File: src/rtl/pool_layer_ctrl.sv
// pool_layer_ctrl: sequences a 2x2/stride-2 max-pooling engine over a multi-channel feature map
module pool_layer_ctrl #(
    parameter int IMG_W   = 30,
    parameter int IMG_H   = 30,
    parameter int DATA_W  = 22,
    parameter int MAX_CH  = 8,
    parameter int TIMEOUT = 1024,
    localparam int NPIX   = IMG_W * IMG_H,
    localparam int NOUT   = NPIX / 4,
    localparam int SRC_AW = $clog2(MAX_CH * NPIX),
    localparam int DST_AW = $clog2(MAX_CH * NOUT)
) (
    input  logic              clk,
    input  logic              rst,
    input  logic              cmd_start,
    input  logic [3:0]        cmd_num_ch,
    output logic              cmd_busy,
    output logic              cmd_done,
    output logic              cmd_err,
    output logic              src_rd_req,
    output logic [SRC_AW-1:0] src_rd_addr,
    input  logic              src_rd_gnt,
    input  logic [DATA_W-1:0] src_rd_data,
    output logic              pool_start,
    output logic              pool_pixel_valid,
    output logic [DATA_W-1:0] pool_pixel_in,
    input  logic [DATA_W-1:0] pool_result_in,
    input  logic              pool_result_valid,
    input  logic              pool_done,
    output logic              dst_wr_en,
    output logic [DST_AW-1:0] dst_wr_addr,
    output logic [DATA_W-1:0] dst_wr_data
);
    localparam int PW = $clog2(NPIX + 1);
    localparam int KW = $clog2(NOUT + 1);
    localparam int TW = $clog2(TIMEOUT + 1);

    typedef enum logic [2:0] {IDLE, START_CH, FEED, DRAIN, COLLECT, FINISH, ERROR} state_t;

    state_t            state;
    logic [3:0]        num_ch;
    logic [3:0]        ch;
    logic [PW-1:0]     issued;
    logic [KW-1:0]     k;
    logic [TW-1:0]     wd;
    logic [DST_AW-1:0] dst_addr;
    logic              rd_vld;
    logic              grant;
    logic              wr_hit;
    logic              done_ok;

    // Channels are contiguous in both buffers, so the source and destination
    // addresses simply keep counting across channel boundaries.
    assign grant            = src_rd_req & src_rd_gnt;
    assign wr_hit           = state == COLLECT && pool_result_valid && k < KW'(NOUT);
    assign done_ok          = k + KW'(wr_hit) == KW'(NOUT);
    assign pool_pixel_valid = rd_vld;
    assign pool_pixel_in    = rd_vld ? src_rd_data : '0;
    assign dst_wr_en        = wr_hit;
    assign dst_wr_addr      = dst_addr;
    assign dst_wr_data      = wr_hit ? pool_result_in : '0;

    // Read data returns one cycle after a granted request; mark it as a pixel
    always_ff @(posedge clk or negedge rst) begin
        if (!rst) rd_vld <= 1'b0;
        else      rd_vld <= grant;
    end

    // Command sequencer: channel loop, pixel feed, result collection and watchdog
    always_ff @(posedge clk or negedge rst) begin
        if (!rst) begin
            state       <= IDLE;
            num_ch      <= '0;
            ch          <= '0;
            issued      <= '0;
            k           <= '0;
            wd          <= '0;
            dst_addr    <= '0;
            src_rd_addr <= '0;
            src_rd_req  <= 1'b0;
            pool_start  <= 1'b0;
            cmd_busy    <= 1'b0;
            cmd_done    <= 1'b0;
            cmd_err     <= 1'b0;
        end else begin
            pool_start <= 1'b0;
            cmd_done   <= 1'b0;
            if (grant) src_rd_addr <= src_rd_addr + SRC_AW'(1);
            if (wr_hit) begin
                k        <= k + KW'(1);
                dst_addr <= dst_addr + DST_AW'(1);
            end
            case (state)
                IDLE: if (cmd_start) begin
                    num_ch      <= cmd_num_ch;
                    ch          <= '0;
                    src_rd_addr <= '0;
                    dst_addr    <= '0;
                    cmd_err     <= 1'b0;
                    cmd_busy    <= 1'b1;
                    pool_start  <= cmd_num_ch != '0 && cmd_num_ch <= 4'(MAX_CH);
                    state       <= cmd_num_ch == '0 ? FINISH :
                                   cmd_num_ch > 4'(MAX_CH) ? ERROR : START_CH;
                end
                START_CH: begin
                    issued     <= '0;
                    k          <= '0;
                    src_rd_req <= 1'b1;
                    state      <= FEED;
                end
                FEED: if (grant) begin
                    issued <= issued + PW'(1);
                    if (issued == PW'(NPIX - 1)) begin
                        src_rd_req <= 1'b0;
                        state      <= DRAIN;
                    end
                end
                DRAIN: begin
                    wd    <= '0;
                    state <= COLLECT;
                end
                COLLECT: if (pool_done) begin
                    if (!done_ok) state <= ERROR;
                    else if (ch == num_ch - 4'd1) state <= FINISH;
                    else begin
                        ch         <= ch + 4'd1;
                        pool_start <= 1'b1;
                        state      <= START_CH;
                    end
                end else if (wd == TW'(TIMEOUT - 1)) state <= ERROR;
                else wd <= wd + TW'(1);
                FINISH: begin
                    cmd_done <= 1'b1;
                    cmd_busy <= 1'b0;
                    state    <= IDLE;
                end
                ERROR: begin
                    cmd_err  <= 1'b1;
                    cmd_done <= 1'b1;
                    cmd_busy <= 1'b0;
                    state    <= IDLE;
                end
                default: state <= IDLE;
            endcase
        end
    end
endmodule

File: config.mk
export PLATFORM = sky130hd
export DESIGN_NAME = pool_layer_ctrl
export DESIGN_NICKNAME = d
export VERILOG_FILES = /design/src/rtl/pool_layer_ctrl.sv
export SDC_FILE = /design/constraint.sdc
export NUM_CORES = 1
export LEC_CHECK = 0
export ABC_CLOCK_PERIOD_IN_PS = 7700
export CAP_MARGIN = 30
export CORE_ASPECT_RATIO = 1.1
export CORE_MARGIN = 2
export CORE_UTILIZATION = 40
export CTS_CLUSTER_DIAMETER = 60
export DETAILED_ROUTE_END_ITERATION = 10
export PLACE_DENSITY_LB_ADDON = 0.12
export SYNTH_ARGS = -nofsm -noshare
export SYNTH_HDL_FRONTEND = slang
export SYNTH_SLANG_ARGS = --single-unit
export TNS_END_PERCENT = 50
File: constraint.sdc
create_clock -name clk -period 7.7 [get_ports clk]
set_clock_uncertainty 0.05 [all_clocks]
set_input_delay 1.155 -clock clk [delete_from_list [all_inputs] [get_ports clk]]
set_output_delay 1.155 -clock clk [all_outputs]
set_load 0.02 [all_outputs]
[Word-level counts from Yosys, hierarchy flattened]
Index checks and enable logic that the tools add are counted.
Storage, ports and cells
  flip-flop bits (word level): 70
Cells by class
  $add $sub $neg: 8
  order comparisons: 3
  equal/unequal tests: 19
  mux-type cells: 43
  bitwise logic cells: 1
  reductions and logical operators: 21
Operator list (count)
  two-way mux 11 bit: 5
  two-way mux 22 bit: 2
  two-way mux 13 bit: 3
  two-way mux 3 bit: 9
  adder 11 x 1 -> 11 bit (second input constant): 2
  case mux 11 bit (2 select lines): 1
  case mux 10 bit (2 select lines): 1
  two-way mux 4 bit: 4
  two-way mux 8 bit: 2
  inequality test 2 bit (second input constant): 8
  case mux 3 bit (5 select lines): 1
  adder 13 x 1 -> 13 bit (second input constant): 1
  nonzero test 2 bit: 6
  == test 11 x 10 -> 1 bit (second input constant): 1
  adder 10 x 1 -> 10 bit (second input constant): 1
  == test 10 bit (second input constant): 1
  two-way mux 10 bit: 1
  == test 3 bit (second input constant): 3
  two-way mux 1 bit: 9
  adder 8 x 1 -> 8 bit: 1
  adder 8 x 1 -> 8 bit (second input constant): 1
  == test 8 bit (second input constant): 1
  less-than comparator 8 bit (second input constant): 1
  case mux 1 bit (2 select lines): 4
  19 further kinds: 26

[Longest topological paths before layout]
Gate-level depths: netlist of run 1.
  depth after elaboration: 8
  mapped depth: 13

[Worst setup path after synthesis of run 1]
Ideal clock, no wire load.
  path type: input-to-reg
  start point: in pool_result_valid
  end point: reg ch[3]
  arrival: 3.290 ns
  setup slack: 4.283 ns
  stages on the path: 10
  cell sequence: o211ai_2 clkinv_1 clkbuf_1 ha_1 ha_1 nor3b_1 a31o_2 nand3_2 or4_1 a21oi_1
On the way
  word-level cells in the longest chain between the ends: 6
Ends and longest elaborated chain
  start: declaration: line 28  | input logic pool_result_valid,
  logical AND 1 bit (2 in a row): line 55  | assign wr_hit = state == COLLECT && pool_result_valid && k < KW'(NOUT);
  via dst_wr_en: line 30  | output logic dst_wr_en,
  adder 8 x 1 -> 8 bit: line 56  | assign done_ok = k + KW'(wr_hit) == KW'(NOUT);
  == test 8 bit: line 56
  inequality test 2 bit (no line)
  AND reduction 5 bit (no line)
  end signal: assignment: line 126  | ch <= ch + 4'd1;
  end: declaration: line 42  | logic [3:0] ch;
The timed path passes the listed nets, and every way through them passes these cells.
A chain may end at the register's enable or synchronous reset.

[Worst setup path after layout of run 1]
  start point: in pool_result_valid
  end point: out dst_wr_data[14]
On the way
  word-level cells in the longest chain between the ends: 3
Ends and longest elaborated chain
  logical AND 1 bit (2 in a row): line 55
  two-way mux 22 bit: line 61  | assign dst_wr_data = wr_hit ? pool_result_in : '0;
  end: declaration: line 32  | output logic [DATA_W-1:0] dst_wr_data
No other way between the ends.

==> results of run 1 <==
[cell usage after synthesis, types with 3 or more instances]
library cell,count
dfrtp_1,70
nor2_1,51
and2_1,45
nand2_1,41
xor2_1,22
o21ai_0,21
nand3_1,19
xnor2_1,19
nand4_1,18
a21oi_1,11
inv_1,11
nor3_1,11
ha_1,10
clkbuf_1,8
nor4_1,7
nand2b_1,5
or3_1,5
and3_1,4
mux2i_1,4
nor2b_1,4
buf_2,3
mux2_2,3
or4_1,3
[registers in the layout, summed over array words and instances (netlist names)]
register / flops
pool_start: 1
cmd_busy: 1
pool_pixel_valid: 1
src_rd_req: 1
dst_wr_addr: 11
state: 3
cmd_err: 1
issued: 10
wd: 11
cmd_done: 1
num_ch: 4
src_rd_addr: 13
k: 8
ch: 4
[stage by stage]
| step | setup slack (ns) | area (sq um) |
|---|---|---|
| global route | 2.761 | 5502 |
| floorplan | 4.283 | 3904 |
| global placement | 3.118 | 5301 |
| detailed placement | 2.989 | 5301 |
| finish | 2.974 | 5502 |
| CTS | 2.988 | 5502 |
[report_power, final]
group          internal (uW)  switching [uW]
Combinational            213             230
Sequential               434            88.8
Clock                    159             140
Total                    806             458
[metal layers]
layer,share of wire,up-vias,global-route usage
met4,0.013,0,0.06849
met1,0.44,1580,0.2195
met2,0.50,93,0.3097
met3,0.046,9,0.03052
met5,0,-,0
li1,-,1712,-
[critical path, delay by kind of cell]
kind                   cells  cell delay [ns]
buffers and inverters      3             1.73
AO/OA/AOI/OAI              1             0.16
AND/OR/NAND/NOR            1             0.46
[kinds of logic (layout without fill, tap and decap cells)]
group	Yosys count	in the layout	synth area share
and+or+nand+nor	227	227	0.3106
DFF	70	70	0.4487
AOI/OAI and AO/OA	45	45	0.06698
xor gates and xnor gates	42	42	0.09775
buffers and inverters	25	159	0.02500
adders and majority gates	10	10	0.03205
muxes	7	7	0.01891
[area by class of cell]
class | instances | share of cell area
flip-flops and latches | 70 | 0.3184
clock inverters | 5 | 0.01069
clock buffers | 11 | 0.02570
well taps | 117 | 0.02661
repair buffers | 130 | 0.2347
inverters | 13 | 0.008870
multi-input cells | 331 | 0.3750
[how the worst min path moves through the flow]
stage                       from      to  slack [ns]  cells after the start
after detailed placement  wd[10]  wd[10]        0.44                      2
after global placement    wd[10]  wd[10]        0.44                      2
after floorplan           wd[10]  wd[10]        0.42                      2
after global routing      wd[10]  wd[10]        0.49                      2
final                     wd[10]  wd[10]        0.45                      2
after CTS                 wd[10]  wd[10]        0.45                      2
==> run metrics, run 1 <==
Fin Hold WS ~0.45 ns; most common cell after layout, fill and taps aside clkdlybuf4s50_1; Critical Path Sink dst_wr_data[14]; hold bufs inserted after CTS 0; crit-path max FO 38; Min Clock Period, post-route between 4 and 5 ns; vias in the first global route around 3400; part of the cycle the worst path needs 0.6138; Worst R2R Start k[1]; Storage cell area about 1800 sq um; Final setup viols 0; input/output buffers ~130; via count between 3000 and 4000; Reg2Reg Depth 12; post-CTS resize count 0; DRT Pass-1 Iters 4; first-pass GRT wire length ~15000 microns; Initial Util 0.4134; area of the multi-input gates between 2000 and 2500 sq um; worst reg-to-reg setup slack about 3.8 ns; layout overhead on the synthesized area 40.93%; HPWL Detailed 6672 microns; cell taking the most area after synthesis dfrtp_1; top post-synthesis cells by area dfrtp_1, and2_1, xor2_1, nor2_1, xnor2_1; relative slew slack 0.3622; number of DRC markers in iteration 0 127; critical path startpoint pool_result_valid; clock latency on the worst-skew pair between 0.3 and 0.4 ns; Avg Inst Size Synth between 9 and 10 sq um; status finished, final reports clean; pin count of the biggest net entering global routing between 70 and 80; Final Core Density 0.5825; pwr/cell area 229.9 nW/um^2; Post-CTS Setup Inserts 0; IO Pins roughly 130; Critical Path Most Common Cell clkdlybuf4s50_1; Total Power 1265 uW; Placement Rows 37; worst hold path type reg2reg; worst path required time between 6 and 7 ns; Seq/Total Area, Yosys 0.4487; Finished Layout Cells approximately 680; peak supply drop around 0.00014 V; max-slew violation count 0; CP Launch Type primary input; slowest cell delay on critical path about 0.75 ns; reg-to-reg endpoint ch[3]; top_reg_cell synth dfrtp_1; drt via density approximately 5; CTS tree done; FFs w/ async S/R, synth 1.000; Fillers between 800 and 900; Placed Cells 661; final hold vios 0; critical path class in2out; commonest non-fill, non-tap cells in the layout clkdlybuf4s50_1, dfrtp_1, nor2_1; total CTS buffers 9; unrepaired setup endpoints after global routing false; initial antenna violation count 0; Placeable Area between 9000 and 10000 sq um; Seq cells post-synth 70; H-tree level count 3; GR Util All Layers 0.1773; CTS Buffer Depth 2; synth warn 0; critical path's slowest cell clkinv_1; GPL Wtd Cong around 0.8; NumNets Final between 600 and 700; Yosys cell types 46; Root Buffer clkbuf_8; share of layout cells above drive strength 1 0.05536; post-synth net total just under 500; crit end category output pin; Setup Total Neg Slack 0 ns; Worst-Margin Slew 0.9526 ns; post-synthesis cell count about 430; Worst EP arrival ~3.5 ns; wire per inst between 10 and 15 microns; CTS sink count 70; Die Y ~110 microns; Die Width roughly 100 microns; die area between 10000 and 15000 sq um; WL final 8977 microns; mapped cell area 3904 sq um; Peak Freq approximately 210 MHz; post-synth top area share 0.4487; remaining global-route overflow 0; EDFF count, synth 0; clock transition at the registers of the reported paths 0.08 ns; ANT nets after route 0; Max Cap Viol 0; Remaining DRCs 0; Antenna Cells 0; worst path cell trace clkdlybuf4s50_1 -> o211ai_2 -> clkinv_1 -> and2_1 -> clkdlybuf4s50_1; Leak around 0.0023 uW
Note: power is estimated with default switching activity, not from simulation.
==> run 2: changes to the inputs <==
Settings changed: ABC_CLOCK_PERIOD_IN_PS 7700 to 4450.
Clock period 7.7 ns to 4.45 ns, I/O delays scaled along.
==> run 2 against run 1 <==
  * Total power grew 74%
  * Sequential cell count is the same
  * Hold slack lost 0.29 ns
  * Via count is essentially flat
  * Non-clock buffer count grew 2
  * Largest power group unchanged
  * Critical endpoint unchanged
  * Final cell count grew 0.30%
  * Die area is the same
  * Core utilization grew 0.33 points
  * Global-route usage shrank 0.46 points
==> run metrics, run 2 (synthesized netlist as in run 1, its figures left out) <==
Peak Freq between 200 and 300 MHz; fraction of power consumed by the clock network 0.239; Remaining DRCs 0; Leak 0.002293 uW; GR Util All Layers 0.1727; hold bufs inserted after CTS 0; unrepaired setup endpoints after global routing false; crit end category output pin; Setup Total Neg Slack 0 ns; DRT Pass-1 Iters 4; HPWL Detailed slightly below 7000 microns; IO Pins ~130; max FFs per register 13; most flop-heavy register src_rd_addr; pin count of the biggest net entering global routing 39; logic gate share of total power 0.351; Fillers approximately 870; vias in the first global route ~3300; part of the cycle the worst path needs 0.7909; total CTS buffers 9; sw frac 0.3681; worst path cell trace nor3b_2 -> o211ai_2 -> clkinv_1 -> buf_4 -> and2_1 -> clkdlybuf4s50_1; die area between 10000 and 15000 sq um; Final setup viols 0; ANT nets after route 0; wire per inst 13.26 microns; clock transition at the registers of the reported paths 0.08 ns; H-tree level count 3; critical path class reg2out; WL final 9006 microns; remaining global-route overflow 0; post-CTS resize count 0; Root Buffer clkbuf_8; Placement Rows 37; Setup WS pre-CTS 1.170 ns; number of DRC markers in iteration 0 between 150 and 200; CTS sink count 70; max-slew violation count 0; final hold vios 0; CTS tree done; Sequential Power Share 0.410; layout overhead on the synthesized area 41.73%; Total Power ~2200 uW; Initial Util 0.4134; crit-path max FO 38; CTS Buffer Depth 2; most common cell after layout, fill and taps aside clkdlybuf4s50_1; Psw 808.6 uW; Die Y between 100 and 150 microns; CP Launch Type flop; Min Clock Period, post-route 3.520 ns; drt via density ~5; commonest non-fill, non-tap cells in the layout clkdlybuf4s50_1, dfrtp_1, nor2_1; status finished, final reports clean; initial antenna violation count 0; peak supply drop between 0.0002 and 0.0003 V; share of layout cells above drive strength 1 0.06050; pwr/cell area 397.1 nW/um^2; Worst EP arrival 2.80 ns; setup slack after layout between 0.9 and 1 ns; GPL Wtd Cong roughly 0.8; slowest cell delay on critical path 0.62 ns; critical path's slowest cell clkdlybuf4s50_1; input/output buffers approximately 130; Die Width 98.19 microns; first-pass GRT wire length 15070 microns; Max Cap Viol 0; clock latency on the worst-skew pair around 0.34 ns; Antenna Cells 0; via count 3393; internal power approximately 1400 uW; worst path required time 3.73 ns; Worst-Margin Slew roughly 0.98 ns; relative slew slack 0.3449; Post-CTS Setup Inserts 0; Placeable Area approximately 9400 sq um; worst hold path type in2async; NumNets Final roughly 620
## run 2: cell count changes in the layout (fill, tap and decap cells not counted)
| cell | change |
|---|---|
| clkbuf_8 | -1 |
| buf_12 | +1 |
| buf_4 | +1 |
| clkbuf_1 | -1 |
| clkinv_2 | -1 |
| inv_6 | +3 |
## run 2: metal layers
layer / up-vias / share of wire / GRT usage / routed length [microns]
li1: 1717 / - / - / -
met1: 1574 / 0.44 / 0.2181 / 3995
met2: 89 / 0.49 / 0.2950 / 4423
met3: 13 / 0.049 / 0.03506 / 444
met4: 0 / 0.016 / 0.06164 / 142
met5: - / 0 / 0 / 0
## run 2: path summary, 6_finish.rpt
check                      slack (ns)  cells past startpoint  startpoint         endpoint
max                              0.93                      6    state[2]  dst_wr_data[14]
min                              0.16                      1         rst  src_rd_addr[11]
max reg2reg                      1.24                     10    state[2]            ch[3]
min reg2reg                      0.47                      1   issued[0]        issued[0]
max in group asynchronous        3.52                      2         rst        issued[5]
min in group clk                 0.47                      1   issued[0]        issued[0]
## run 2: per-stage QoR
step	instance area, sq um	hold slack (ns)	utilization	instances
6_report	5533	0.1583	0.5859	679
5_1_grt	5533	0.1589	0.5859	679
4_1_cts	5533	0.1555	0.5859	679
3_5_place_dp	5329	0.4600	0.5643	663
3_3_place_gp	5309	0.4362	0.5621	662
2_1_floorplan	3904	0.3219	-	426
## run 2: power groups by stage
| stage | Combinational, uW | Sequential [uW] | Clock [uW] |
|---|---|---|---|
| after floorplan | 478 | 901 | 0 |
| final | 770 | 901 | 525 |
| after CTS | 784 | 902 | 544 |
| after detailed placement | 780 | 914 | 0 |
| after global routing | 851 | 926 | 571 |
| after global placement | 764 | 909 | 0 |
## run 2: cell type report
class | instances | area [sq um] | area share
inverter | 13 | 48.80 | 0.008820
clock inverter | 7 | 80.08 | 0.01447
timing repair buffer | 132 | 1319 | 0.2384
multi-input combinational | 331 | 2063 | 0.3729
tap | 117 | 146.4 | 0.02646
clock buffer | 9 | 123.9 | 0.02239
sequential | 70 | 1752 | 0.3166
## run 2: critical path: cells and delay by family, from the launching register on
family	cells	cell delay [ns]
flops	1	0.61
compound gates	1	0.25
buf+inv	3	1.00
simple gates	2	0.59
==> run 3: changes to the inputs <==
Settings changed: ABC_CLOCK_PERIOD_IN_PS 4450 to 2900.
Clock period 4.45 ns to 2.9 ns, I/O delays scaled along.
==> run 3 against run 2 <==
  * Sequential cell count did not move
  * Wire length rose by 3.4%
  * Die area did not move
  * Final cell count rose by 0.59%
  * Sequential power rose by 48%
  * Hold slack got worse by 0.043 ns
  * Non-clock buffer count rose by 6
  * Sequential share of layout area barely moved
  * Total power rose by 52%
==> run metrics, run 3 (synthesized netlist as in run 1, its figures left out) <==
Placement Rows 37; Fillers around 860; most common cell after layout, fill and taps aside clkdlybuf4s50_1; Fin Hold WS 0.1152 ns; pin count of the biggest net entering global routing 39; crit-path max FO 7; Antenna Cells 0; area of the multi-input gates between 2000 and 2500 sq um; initial antenna violation count 0; WL final just over 9000 microns; max-slew violation count 0; total CTS buffers 9; Remaining DRCs 0; Die Width 98.19 microns; number of DRC markers in iteration 0 about 160; Storage cell area 1754 sq um; Final setup viols 0; peak supply drop 0.0002595 V; ANT nets after route 0; Worst-Margin Slew just under 0.8 ns; status finished, final reports clean; commonest non-fill, non-tap cells in the layout clkdlybuf4s50_1, dfrtp_1, nor2_1; most flop-heavy register src_rd_addr; pwr/cell area 601.8 nW/um^2; input/output buffers between 100 and 150; DRT Pass-1 Iters 4; Die Y ~110 microns; CTS sink count 70; die area between 10000 and 15000 sq um; final hold vios 0; Worst EP arrival between 2 and 3 ns; CTS Buffer Depth 2; Max Cap Viol 0; part of the cycle the worst path needs 0.9226; worst hold path type in2async; Leak 0.002440 uW; HPWL Detailed about 6900 microns; Peak Freq around 370 MHz; CP Launch Type flop; max FFs per register 13; crit end category flop; share of layout cells above drive strength 1 0.07774; Placeable Area between 9000 and 10000 sq um; Initial Util 0.4134; vias in the first global route approximately 3400; relative slew slack 0.4870; drt via density 5.081; remaining global-route overflow 0; wire per inst about 14 microns; NumNets Final about 630; clock latency on the worst-skew pair about 0.34 ns; hold bufs inserted after CTS 0; critical path class reg2reg; IO Pins 129; GR Util All Layers 0.1828; H-tree level count 3; GPL Wtd Cong slightly above 0.8; unrepaired setup endpoints after global routing false; Final Core Density 0.5873; Root Buffer clkbuf_8; layout overhead on the synthesized area 42.08%; CTS tree done; clock transition at the registers of the reported paths ~0.070 ns; Setup Total Neg Slack 0 ns; worst path required time between 3 and 4 ns; first-pass GRT wire length ~16000 microns; Min Clock Period, post-route around 2.7 ns; via count approximately 3500
==> run 3: cell types whose count changed in the layout (fill, tap and decap cells not counted), sizes merged <==
cell,before,now
clkbuf,9,13
bufinv,1,0
inv,14,11
dlymetal6s2s,0,1
clkinvlp,2,0
dlygate4sd2,0,22
clkdlybuf4s50,127,104
buf,5,11
==> run 3: what timing repair did <==
action                                  in CTS  in global routing
resized for setup                           24                  3
gates cloned                                 0                  0
endpoints found under the setup margin      23                  2
buffers inserted                             0                  0
==> run 3: through the flow <==
step | std cells | worst slack (ns) | total power (uW) | cell area [sq um]
2_1_floorplan | 426 | 0.004987 | 2126 | 3925
3_3_place_gp | 669 | 0.2819 | 2637 | 5385
3_5_place_dp | 669 | 0.1717 | 2666 | 5385
4_1_cts | 683 | 0.09044 | 3386 | 5542
5_1_grt | 683 | 0.02283 | 3589 | 5547
6_report | 683 | 0.2245 | 3338 | 5547
==> run 3: final cells by class <==
class | count | area share
sequential | 70 | 0.3163
inverter | 13 | 0.009023
timing repair buffer | 138 | 0.2420
tap | 117 | 0.02639
multi-input combinational | 331 | 0.3749
clock inverter | 1 | 0.0009023
clock buffer | 13 | 0.03045
==> run 3: power by group <==
group	internal [uW]	switching (uW)
Clock	371	341
Combinational	595	697
Sequential	1160	177
Total	2120	1220
==> run 3: path summary, 6_finish.rpt <==
kind | startpoint | to | slack [ns] | depth (start not counted)
hold / removal | rst | issued[6] | 0.12 | 1
max in group asynchronous | rst | k[0] | 2.01 | 2
hold reg to reg | wd[10] | wd[10] | 0.45 | 2
setup reg to reg | k[1] | ch[3] | 0.22 | 12
min in group clk | wd[10] | wd[10] | 0.45 | 2
setup / recovery | k[1] | ch[3] | 0.22 | 12
==> run 3: per-layer routing <==
layer  up-vias  GRT usage  part of all wire
met2       132     0.3063              0.48
met4         0    0.06751            0.0049
li1       1730          -                 -
met1      1604     0.2270              0.44
met5         -          0                 0
met3         4    0.05000             0.075
==> run 3: critical path, stage by stage (launching register included) <==
cell	delay (ns)
dfrtp_2	0.41
inv_1	0.07
ha_1	0.18
nor4b_2	0.16
o211ai_2	0.18
clkinv_2	0.11
ha_2	0.20
ha_2	0.18
nor3b_2	0.16
a31o_2	0.14
nand3_2	0.14
or4_1	0.50
a21oi_1	0.13
